==> src/rtl/btn_pkg.sv <==
`default_nettype none
// ============================================================================
// Module      : btn_pkg
// Description : Shared definitions for the button conditioner: FSM state
//               encodings and the millisecond-to-cycle conversion helpers.
// Revision    : 1.0 - initial release
// ============================================================================
package btn_pkg;

    // Press-tracking FSM states; explicit 2-bit encoding
    typedef enum logic [1:0] {
        ST_REL    = 2'd0,
        ST_HELD   = 2'd1,
        ST_REPEAT = 2'd2
    } btn_state_t;

    localparam int unsigned c_MS_PER_S = 1000;

    // Converts a duration in milliseconds into clock cycles
    function automatic int unsigned ms_to_cycles(input int unsigned clk_freq,
                                                 input int unsigned ms);
        return (clk_freq / c_MS_PER_S) * ms;
    endfunction

    // Bits needed for a counter that must be able to hold max_count
    function automatic int cnt_width(input int unsigned max_count);
        return (max_count == 0) ? 1 : $clog2(max_count + 1);
    endfunction

endpackage
`default_nettype wire

==> src/rtl/sync_2ff.sv <==
`default_nettype none
// ============================================================================
// Module      : sync_2ff
// Description : Two-flop synchronizer bringing an asynchronous single-bit
//               input into the clk domain. Asynchronous active-low reset.
// Revision    : 1.0 - initial release
// ============================================================================
module sync_2ff (
    input  logic clk,
    input  logic reset,
    input  logic d,
    output logic q
);

    logic r_meta;
    logic r_sync;

    // Two back-to-back captures give the first stage a full cycle to resolve
    always_ff @(posedge clk or negedge reset) begin
        if (!reset) begin
            r_meta <= 1'b0;
            r_sync <= 1'b0;
        end else begin
            r_meta <= d;
            r_sync <= r_meta;
        end
    end

    assign q = r_sync;

endmodule
`default_nettype wire

==> src/rtl/button_conditioner.sv <==
`default_nettype none
// ============================================================================
// Module      : button_conditioner
// Description : Synchronizes and debounces a raw pushbutton, then produces
//               one-cycle press / release / long-press / auto-repeat ticks.
//               Optional feature macro: BTN_AUTOREPEAT_EN (enables the
//               REPEAT state and repeat_tick; otherwise repeat_tick is 0).
// Revision    : 1.0 - initial release
// ============================================================================
module button_conditioner #(
    parameter int unsigned CLK_FREQ    = 100_000_000,
    parameter int unsigned DEBOUNCE_MS = 10,
    parameter int unsigned LONG_MS     = 1000,
    parameter int unsigned REPEAT_MS   = 100
) (
    input  logic clk,
    input  logic reset,
    input  logic button_in,
    output logic level,
    output logic press_tick,
    output logic release_tick,
    output logic long_tick,
    output logic repeat_tick
);

    import btn_pkg::*;

    localparam int unsigned c_DB_CYC   = ms_to_cycles(CLK_FREQ, DEBOUNCE_MS);
    localparam int unsigned c_LONG_CYC = ms_to_cycles(CLK_FREQ, LONG_MS);
    localparam int unsigned c_REP_CYC  = ms_to_cycles(CLK_FREQ, REPEAT_MS);

    localparam int unsigned c_MAX_CYC =
        (c_DB_CYC > c_LONG_CYC) ? ((c_DB_CYC   > c_REP_CYC) ? c_DB_CYC   : c_REP_CYC)
                                : ((c_LONG_CYC > c_REP_CYC) ? c_LONG_CYC : c_REP_CYC);

    localparam int c_CNT_W = cnt_width(c_MAX_CYC);

    localparam logic [c_CNT_W-1:0] c_CNT_ONE   = c_CNT_W'(1);
    localparam logic [c_CNT_W-1:0] c_DB_TERM   = c_CNT_W'(c_DB_CYC);
    localparam logic [c_CNT_W-1:0] c_LONG_LAST = c_CNT_W'(c_LONG_CYC - 1);
    localparam logic [c_CNT_W-1:0] c_LONG_DONE = c_CNT_W'(c_LONG_CYC);
`ifdef BTN_AUTOREPEAT_EN
    localparam logic [c_CNT_W-1:0] c_REP_LAST  = c_CNT_W'(c_REP_CYC - 1);
`endif

    // ------------------------------------------------------------------
    // Synchronizer
    // ------------------------------------------------------------------
    logic w_btn_sync;

    sync_2ff u_sync (
        .clk   (clk),
        .reset (reset),
        .d     (button_in),
        .q     (w_btn_sync)
    );

    // ------------------------------------------------------------------
    // Debouncer
    // ------------------------------------------------------------------
    logic               r_level;
    logic [c_CNT_W-1:0] r_db_cnt;
    logic               w_differs;
    logic               w_db_done;
    logic               w_press_evt;
    logic               w_release_evt;

    assign w_differs     = (w_btn_sync != r_level);
    // The counter reaching DB_CYC while the input still disagrees commits the
    // new level, which places the level change 2+DB_CYC cycles after the input.
    assign w_db_done     = w_differs && (r_db_cnt == c_DB_TERM);
    assign w_press_evt   = w_db_done && !r_level;
    assign w_release_evt = w_db_done &&  r_level;

    // Count consecutive cycles of disagreement; any agreement restarts it
    always_ff @(posedge clk or negedge reset) begin
        if (!reset) begin
            r_db_cnt <= '0;
            r_level  <= 1'b0;
        end else if (!w_differs) begin
            r_db_cnt <= '0;
        end else if (w_db_done) begin
            r_db_cnt <= '0;
            r_level  <= w_btn_sync;
        end else begin
            r_db_cnt <= r_db_cnt + c_CNT_ONE;
        end
    end

    // ------------------------------------------------------------------
    // Press-tracking FSM
    // ------------------------------------------------------------------
    btn_state_t         r_state;
    btn_state_t         w_state_nxt;
    logic [c_CNT_W-1:0] r_hold_cnt;
    logic [c_CNT_W-1:0] w_hold_nxt;
    logic               w_long_nxt;
    logic               r_press_tick;
    logic               r_release_tick;
    logic               r_long_tick;
`ifdef BTN_AUTOREPEAT_EN
    logic [c_CNT_W-1:0] r_rep_cnt;
    logic [c_CNT_W-1:0] w_rep_cnt_nxt;
    logic               w_rep_nxt;
    logic               r_repeat_tick;
`endif

    // Next state, counters and tick requests; a release overrides everything
    always_comb begin
        w_state_nxt   = r_state;
        w_hold_nxt    = r_hold_cnt;
        w_long_nxt    = 1'b0;
`ifdef BTN_AUTOREPEAT_EN
        w_rep_cnt_nxt = r_rep_cnt;
        w_rep_nxt     = 1'b0;
`endif
        if (w_release_evt) begin
            // Any long/repeat tick due this cycle is dropped in favour of release
            w_state_nxt   = ST_REL;
            w_hold_nxt    = '0;
`ifdef BTN_AUTOREPEAT_EN
            w_rep_cnt_nxt = '0;
`endif
        end else begin
            case (r_state)
                ST_REL: begin
                    w_hold_nxt = '0;
                    if (w_press_evt) begin
                        w_state_nxt = ST_HELD;
                    end
                end
                ST_HELD: begin
                    if (r_hold_cnt == c_LONG_LAST) begin
                        w_long_nxt = 1'b1;
`ifdef BTN_AUTOREPEAT_EN
                        w_state_nxt   = ST_REPEAT;
                        w_hold_nxt    = '0;
                        w_rep_cnt_nxt = '0;
`else
                        // Park past the terminal value so long_tick fires once
                        w_hold_nxt = c_LONG_DONE;
`endif
                    end else if (r_hold_cnt != c_LONG_DONE) begin
                        w_hold_nxt = r_hold_cnt + c_CNT_ONE;
                    end
                end
                ST_REPEAT: begin
`ifdef BTN_AUTOREPEAT_EN
                    // Counter never runs past its terminal value; each tick
                    // restarts the period so an endless hold keeps ticking.
                    if (r_rep_cnt >= c_REP_LAST) begin
                        w_rep_nxt     = 1'b1;
                        w_rep_cnt_nxt = '0;
                    end else begin
                        w_rep_cnt_nxt = r_rep_cnt + c_CNT_ONE;
                    end
`else
                    w_state_nxt = ST_REL;
                    w_hold_nxt  = '0;
`endif
                end
                default: begin
                    w_state_nxt = ST_REL;
                    w_hold_nxt  = '0;
                end
            endcase
        end
    end

    // State, counters and registered single-cycle ticks
    always_ff @(posedge clk or negedge reset) begin
        if (!reset) begin
            r_state        <= ST_REL;
            r_hold_cnt     <= '0;
            r_press_tick   <= 1'b0;
            r_release_tick <= 1'b0;
            r_long_tick    <= 1'b0;
`ifdef BTN_AUTOREPEAT_EN
            r_rep_cnt      <= '0;
            r_repeat_tick  <= 1'b0;
`endif
        end else begin
            r_state        <= w_state_nxt;
            r_hold_cnt     <= w_hold_nxt;
            r_press_tick   <= w_press_evt;
            r_release_tick <= w_release_evt;
            r_long_tick    <= w_long_nxt;
`ifdef BTN_AUTOREPEAT_EN
            r_rep_cnt      <= w_rep_cnt_nxt;
            r_repeat_tick  <= w_rep_nxt;
`endif
        end
    end

    assign level        = r_level;
    assign press_tick   = r_press_tick;
    assign release_tick = r_release_tick;
    assign long_tick    = r_long_tick;
`ifdef BTN_AUTOREPEAT_EN
    assign repeat_tick  = r_repeat_tick;
`else
    assign repeat_tick  = 1'b0;
`endif

endmodule
`default_nettype wire

==> config.mk <==
export PLATFORM = sky130hd
export DESIGN_NAME = button_conditioner
export DESIGN_NICKNAME = d
export VERILOG_FILES = /design/src/rtl/btn_pkg.sv /design/src/rtl/sync_2ff.sv /design/src/rtl/button_conditioner.sv
export SDC_FILE = /design/constraint.sdc
export NUM_CORES = 1
export LEC_CHECK = 0
export BUFFER_PORTS_ARGS = -buffer_cell sky130_fd_sc_hd__buf_2
export CAP_MARGIN = 10
export CORE_MARGIN = 5
export CORE_UTILIZATION = 60
export DETAILED_ROUTE_END_ITERATION = 8
export GPL_TIMING_DRIVEN = 0
export PLACE_DENSITY = 0.77
export SLEW_MARGIN = 20
export SYNTH_ARGS = -nofsm -noshare
export SYNTH_HDL_FRONTEND = slang
export SYNTH_SLANG_ARGS = --single-unit
==> constraint.sdc <==
create_clock -name clk -period 5.62 [get_ports clk]
set_clock_uncertainty 0.2 [all_clocks]
set_input_delay 0.281 -clock clk [delete_from_list [all_inputs] [get_ports clk]]
set_output_delay 0.281 -clock clk [all_outputs]
set_load 0.01 [all_outputs]
* Yosys cells after proc, flatten, opt, wreduce, memory -nomap -nowiden
Index checks and enable logic that the tools add are counted.
** Storage, ports and cells
- Bits of input ports :: 3
- Register bits :: 62
- Logic and storage cells :: 38
- Output and inout port bits :: 5
** Cells by class
- Eq/ne operators :: 8
- $add $sub $neg :: 2
- Mux-type cells :: 12
- Reductions and logical operators :: 7
** Operators with widths (count)
- $mux W27 :: 6
- $add A27 B1 Y27 const B :: 2
- $eq A27 B20 Y1 const B :: 1
- $eq A27 B27 Y1 const B :: 1
- $ne A27 B27 Y1 const B :: 1
- $mux W2 :: 2
- $ne A4 B4 Y1 const B :: 1
- $pmux W2 S2 :: 1
- $reduce_and A2 Y1 :: 2
- $logic_and A1 B1 Y1 :: 3
- $mux W1 :: 3
- $ne A3 B3 Y1 const B :: 1
- $eq A2 B1 Y1 const B :: 1
- $logic_not A2 Y1 :: 1
- $ne A2 B2 Y1 const B :: 1
- $logic_not A1 Y1 :: 1
- $ne A1 B1 Y1 :: 1

* Depth between registers and ports, before layout
- Word-level depth :: 6
- Depth in mapped cells :: 9
- Depth with buffers taken out :: 7

* By module
Synthesis repeated with hierarchy kept, for this count alone.
** Second synthesis, totals
- Cell total of the unflattened synthesis :: 319
- Area total of the unflattened synthesis :: 3148.0 um^2
** Modules (own cells, without submodules)
- button_conditioner :: seq. area each 1476.4 um^2, cells each 317, area an instance 3098.0 um^2, times used 1
- sync_2ff :: seq. area each 50.0 um^2, cells each 2, area an instance 50.0 um^2, times used 1

* Least setup slack after synthesis
OpenSTA, ideal clock, no wires.
- Kind :: reg2reg
- From :: reg r_hold_cnt[0]
- To :: reg r_hold_cnt[24]
- Data arrival time :: 1.770 ns
- Data required time :: 5.301 ns
- Slack :: 3.531 ns
- Clock period less this slack :: 2.089 ns
- Path buffers :: 0
- Setup time :: 0.119 ns
- Cell stages (with the launch flop) :: 7
- Cell sequence :: dfrtp_1 > ha_1 > nand4_2 > or4_4 > nor4_2 > xnor2_1 > o21ai_2
** Between the ends
- Longest elaborated chain between the ends :: 5
- Elaborated cells between the ends (all ways) :: 8
- Classes of those cells :: add/sub (1); eq/ne (3); mux (4)
** Ends and longest elaborated chain
- start, declared :: RTL line button_conditioner.sv:95 : logic [c_CNT_W-1:0] r_hold_cnt;
- start signal, assigned :: RTL line button_conditioner.sv:184 : r_hold_cnt <= w_hold_nxt;
- $add A27 B1 Y27 :: RTL line button_conditioner.sv:144 : w_hold_nxt = r_hold_cnt + c_CNT_ONE;
- $mux W27 :: RTL line button_conditioner.sv:143 : end else if (r_hold_cnt != c_LONG_DONE) begin
- $mux W27 :: RTL line button_conditioner.sv:133 : if (r_hold_cnt == c_LONG_LAST) begin
- $mux W27 :: RTL line button_conditioner.sv:125 : case (r_state)
- $mux W27 :: RTL line button_conditioner.sv:117 : if (w_release_evt) begin
Parallel ways exist; a longest one is shown, timed or not. The select of a mux whose other input is x is not followed.
A chain may end at the register's enable or synchronous reset.

* Worst setup path in the final report
- From :: reg r_hold_cnt[14]
- To :: reg r_hold_cnt[10]
** Between the ends
- Longest elaborated chain between the ends :: 4
- Elaborated cells between the ends (all ways) :: 6
- Classes of those cells :: eq/ne (3); mux (3)
** Ends and longest elaborated chain (RTL line)
- $eq A27 B27 Y1 :: button_conditioner.sv:133
- $mux W27 :: button_conditioner.sv:133
- $mux W27 :: button_conditioner.sv:125
- $mux W27 :: button_conditioner.sv:117
Parallel ways exist; a longest one is shown, timed or not.

==> flow_metrics.py <==
metrics = {
    "run_status": {
        "run_status": "complete, no violations",
    },
    "yosys": {
        "adder_and_majority_cell_fraction_of_the_synthesized_area": 0.0158,
        "synth-xor-area-share": 0.144,
        "mappedNetlistNets": 332,
        "synth_largest_area_cell": "dfrtp_1",
        "async_flop_share": 1.00,
        "synth.mux.area_fraction": 0.00315,
        "synth_compound_gate_area_share": 0.0406,
        "number_of_enable_type_register_cells_in_the_synthesized_netlist": 0,
        "fraction_of_post_synthesis_cell_area_in_the_top_cell_type_by_area": 0.481,
        "synth_top_flop_cell": "dfrtp_1",
        "synth_top_family_by_area": "simple AND/OR/NAND/NOR gates",
        "synth.avg_cell_area_sq_um": 9.76,
        "yosys_register_bits": 61,
        "synthesis.instances": 325,
        "mappedNetlistArea_sq_um": 3170,
        "synth-seq-area-share": 0.481,
        "synthTopCellsByArea": "dfrtp_1 (48%), xnor2_1 (9.4%), nor2_1 (6.6%)",
        "synthSimpleGateAreaFrac": 0.271,
        "synth.distinct_cells": 38,
        "synthesis.yosys.warnings": 0,
    },
    "cts": {
        "root_buffer": "clkbuf_8",
        "deepest_clock_path_buffer_count": 2,
        "cts.repair.resized": 0,
        "cts_sinks": 61,
        "cts_tree": "yes",
        "clkSlewWorstSetupHoldPaths_ps": 60,
        "clkLatencyLatePin_ps": 330,
        "numCtsBuffers": 9,
        "ctsHtreeMaxLevel": 3,
    },
    "power_and_ir_drop": {
        "power.ir.vdd_worst_uv": 180,
        "p_leak_nw": 1.37,
        "power_per_cell_area_nw_per_um2": 230,
    },
    "worst_setup_path": {
        "worst-setup-path-type": "register to register",
        "crit_path_start_kind": "register",
        "arrival_time_of_data_at_the_critical_path_endpoint_ps": 2490,
        "cp_data_required_time_ps": 5600,
        "critPathCaptureType": "register",
        "worstPathMaxFanout": 5,
    },
    "route": {
        "drt_iter0_markers": 102,
        "via_count": 2314,
        "detail_route.drc_violations": 0,
        "count_of_tritonroute_iterations_in_the_first_routing_pass": 4,
        "drtAntennaViolNets": 0,
        "route.detailed.vias_per_inst": 5.55,
        "wl_um": 5890,
        "routedWlPerCell_um": 14.1,
    },
    "timing": {
        "worstMarginPinSlew_ps": 740,
        "relSlewSlack": 0.507,
        "final_hold_viol_count": 0,
        "setup_ws_ps": 3110,
        "post-route-period-util": 0.446,
        "totalNegativeSetupSlack_ps": 0,
        "achievable-frequency_mhz": 399,
        "final-setup-viol-count": 0,
        "rsz_0062_raised_after_global_routing": "no",
        "timing.final.crit_period_ps": 2510,
        "drv_slew": 0,
    },
    "global_route": {
        "antenna_found_initial": 0,
        "grt_max_degree": 62,
        "grt_pass1_vias": 2309,
        "gr-usage-all-layers": 0.204,
        "gr-total-overflow": 0,
        "wire_length_of_the_first_global_routing_pass_um": 10500,
    },
    "floorplanning": {
        "die_y_um": 82.7,
        "die_area_sq_um": 6840,
        "initial_core_util": 0.621,
        "core_area_sq_um": 5110,
        "placementRows": 26,
        "die_width_um": 82.7,
        "io-pin-count": 8,
    },
    "cells_and_area": {
        "diodes": 0,
        "area_growth_from_synthesis_to_layout_pct": 9.62,
        "layout.cells.non_filler": 417,
        "leading_cell_type_in_the_layout_fill_and_taps_excluded": "dfrtp_1",
        "number_of_filler_instances_in_the_final_layout": 410,
        "final_nets": 351,
        "most_frequent_cells_in_the_layout": "dfrtp_1 (61), nor2_1 (56), xnor2_1 (34), nand4_1 (18), xor2_1 (18)",
        "final_layout_size_suffix_gt1_frac": 0.110,
    },
    "place": {
        "post-place-ws_ps": 3110,
        "gpl.final_weighted_congestion": 0.877,
        "place.port_buffers": 6,
        "dp_cells": 401,
        "dp_hpwl_um": 4050,
    },
    "worst_hold_path": {
        "hold_path.class": "register to register",
    },
    "run": {
        "drv_cap": 0,
    },
}
-- final timing paths --
kind	startpoint	end	slack, ps	depth (start not counted)
hold reg to reg	u_sync.r_meta	u_sync.q	170	0
setup reg to reg	r_hold_cnt[14]	r_hold_cnt[10]	3110	5
max in group asynchronous	reset	r_hold_cnt[20]	4370	2
setup / recovery	r_hold_cnt[14]	r_hold_cnt[10]	3110	5
hold / removal	u_sync.r_meta	u_sync.q	170	0
min in group asynchronous	reset	r_db_cnt[9]	360	2
-- report_power, final --
part / internal (mW) / total (mW) / switching, mW
logic: 0.00735 / 0.0229 / 0.0155
registers: 0.442 / 0.445 / 0.00312
clock network: 0.178 / 0.331 / 0.153
total: 0.627 / 0.798 / 0.172
-- cells in the mapped netlist (all sizes together), types with 2 or more instances --
master / count
nor4: 12
and4: 5
nand3: 17
ha: 4
and3: 7
buf: 7
nor4b: 4
xnor2: 34
clkbuf: 4
nand4: 19
nand2b: 2
nand3b: 2
xor2: 18
nand2: 16
nor2: 56
o21bai: 2
o21ai: 13
inv: 16
nor3: 14
dfrtp: 61
-- worst max-delay path: stages, from the launching register on --
cell and delay, ps:
dfrtp_1 450, nand4_1 170, nor4_1 540, nand2_1 200
o31ai_1 670, nor2_1 120
-- cell type report --
cell class / instances / area [sq um] / area share
tap: 70 / 87.6 / 0.0252
inverter: 16 / 60.1 / 0.0173
clock buffer: 12 / 155 / 0.0446
buffer: 11 / 78.8 / 0.0227
multi-input combinational: 237 / 1510 / 0.433
clock inverter: 2 / 10.0 / 0.00288
timing repair buffer: 8 / 52.6 / 0.0151
sequential: 61 / 1530 / 0.439
-- kinds of logic (layout without fill, tap and decap cells) --
group,after synthesis,after routing
AOI/OAI and AO/OA,18,18
DFF,61,61
and+or+nand+nor,161,161
adders and majority gates,4,4
muxes,1,1
buffers and inverters,27,49
other,1,1
xor gates and xnor gates,52,52
-- layer usage --
metal	global-route usage	part of all wire
met1	0.233	0.44
met2	0.361	0.52
met3	0.0597	0.030
met4	0.0719	0.0070
met5	0	0
-- what timing repair did --
action,4_1_cts,5_1_grt
endpoints found under the hold margin,62,0
setup buffers,0,0
endpoints found under the setup margin,0,0
hold buffers,2,0
-- state kept, by name (all words and copies together) (netlist names) --
register       count
level              1
long_tick          1
press_tick         1
r_db_cnt          27
r_hold_cnt        27
r_state            1
release_tick       1
u_sync.q           1
u_sync.r_meta      1
-- stage by stage --
step	cell area, sq um	hold WS, ps	power [mW]	util
2_1_floorplan	3170	-215	0.463	-
5_1_grt	3480	186	0.836	0.681
6_report	3480	169	0.798	0.681
3_5_place_dp	3290	159	0.475	0.645
4_1_cts	3480	173	0.810	0.681
3_3_place_gp	3290	135	0.474	0.644
No activity file was read; power rests on OpenSTA's default activity.
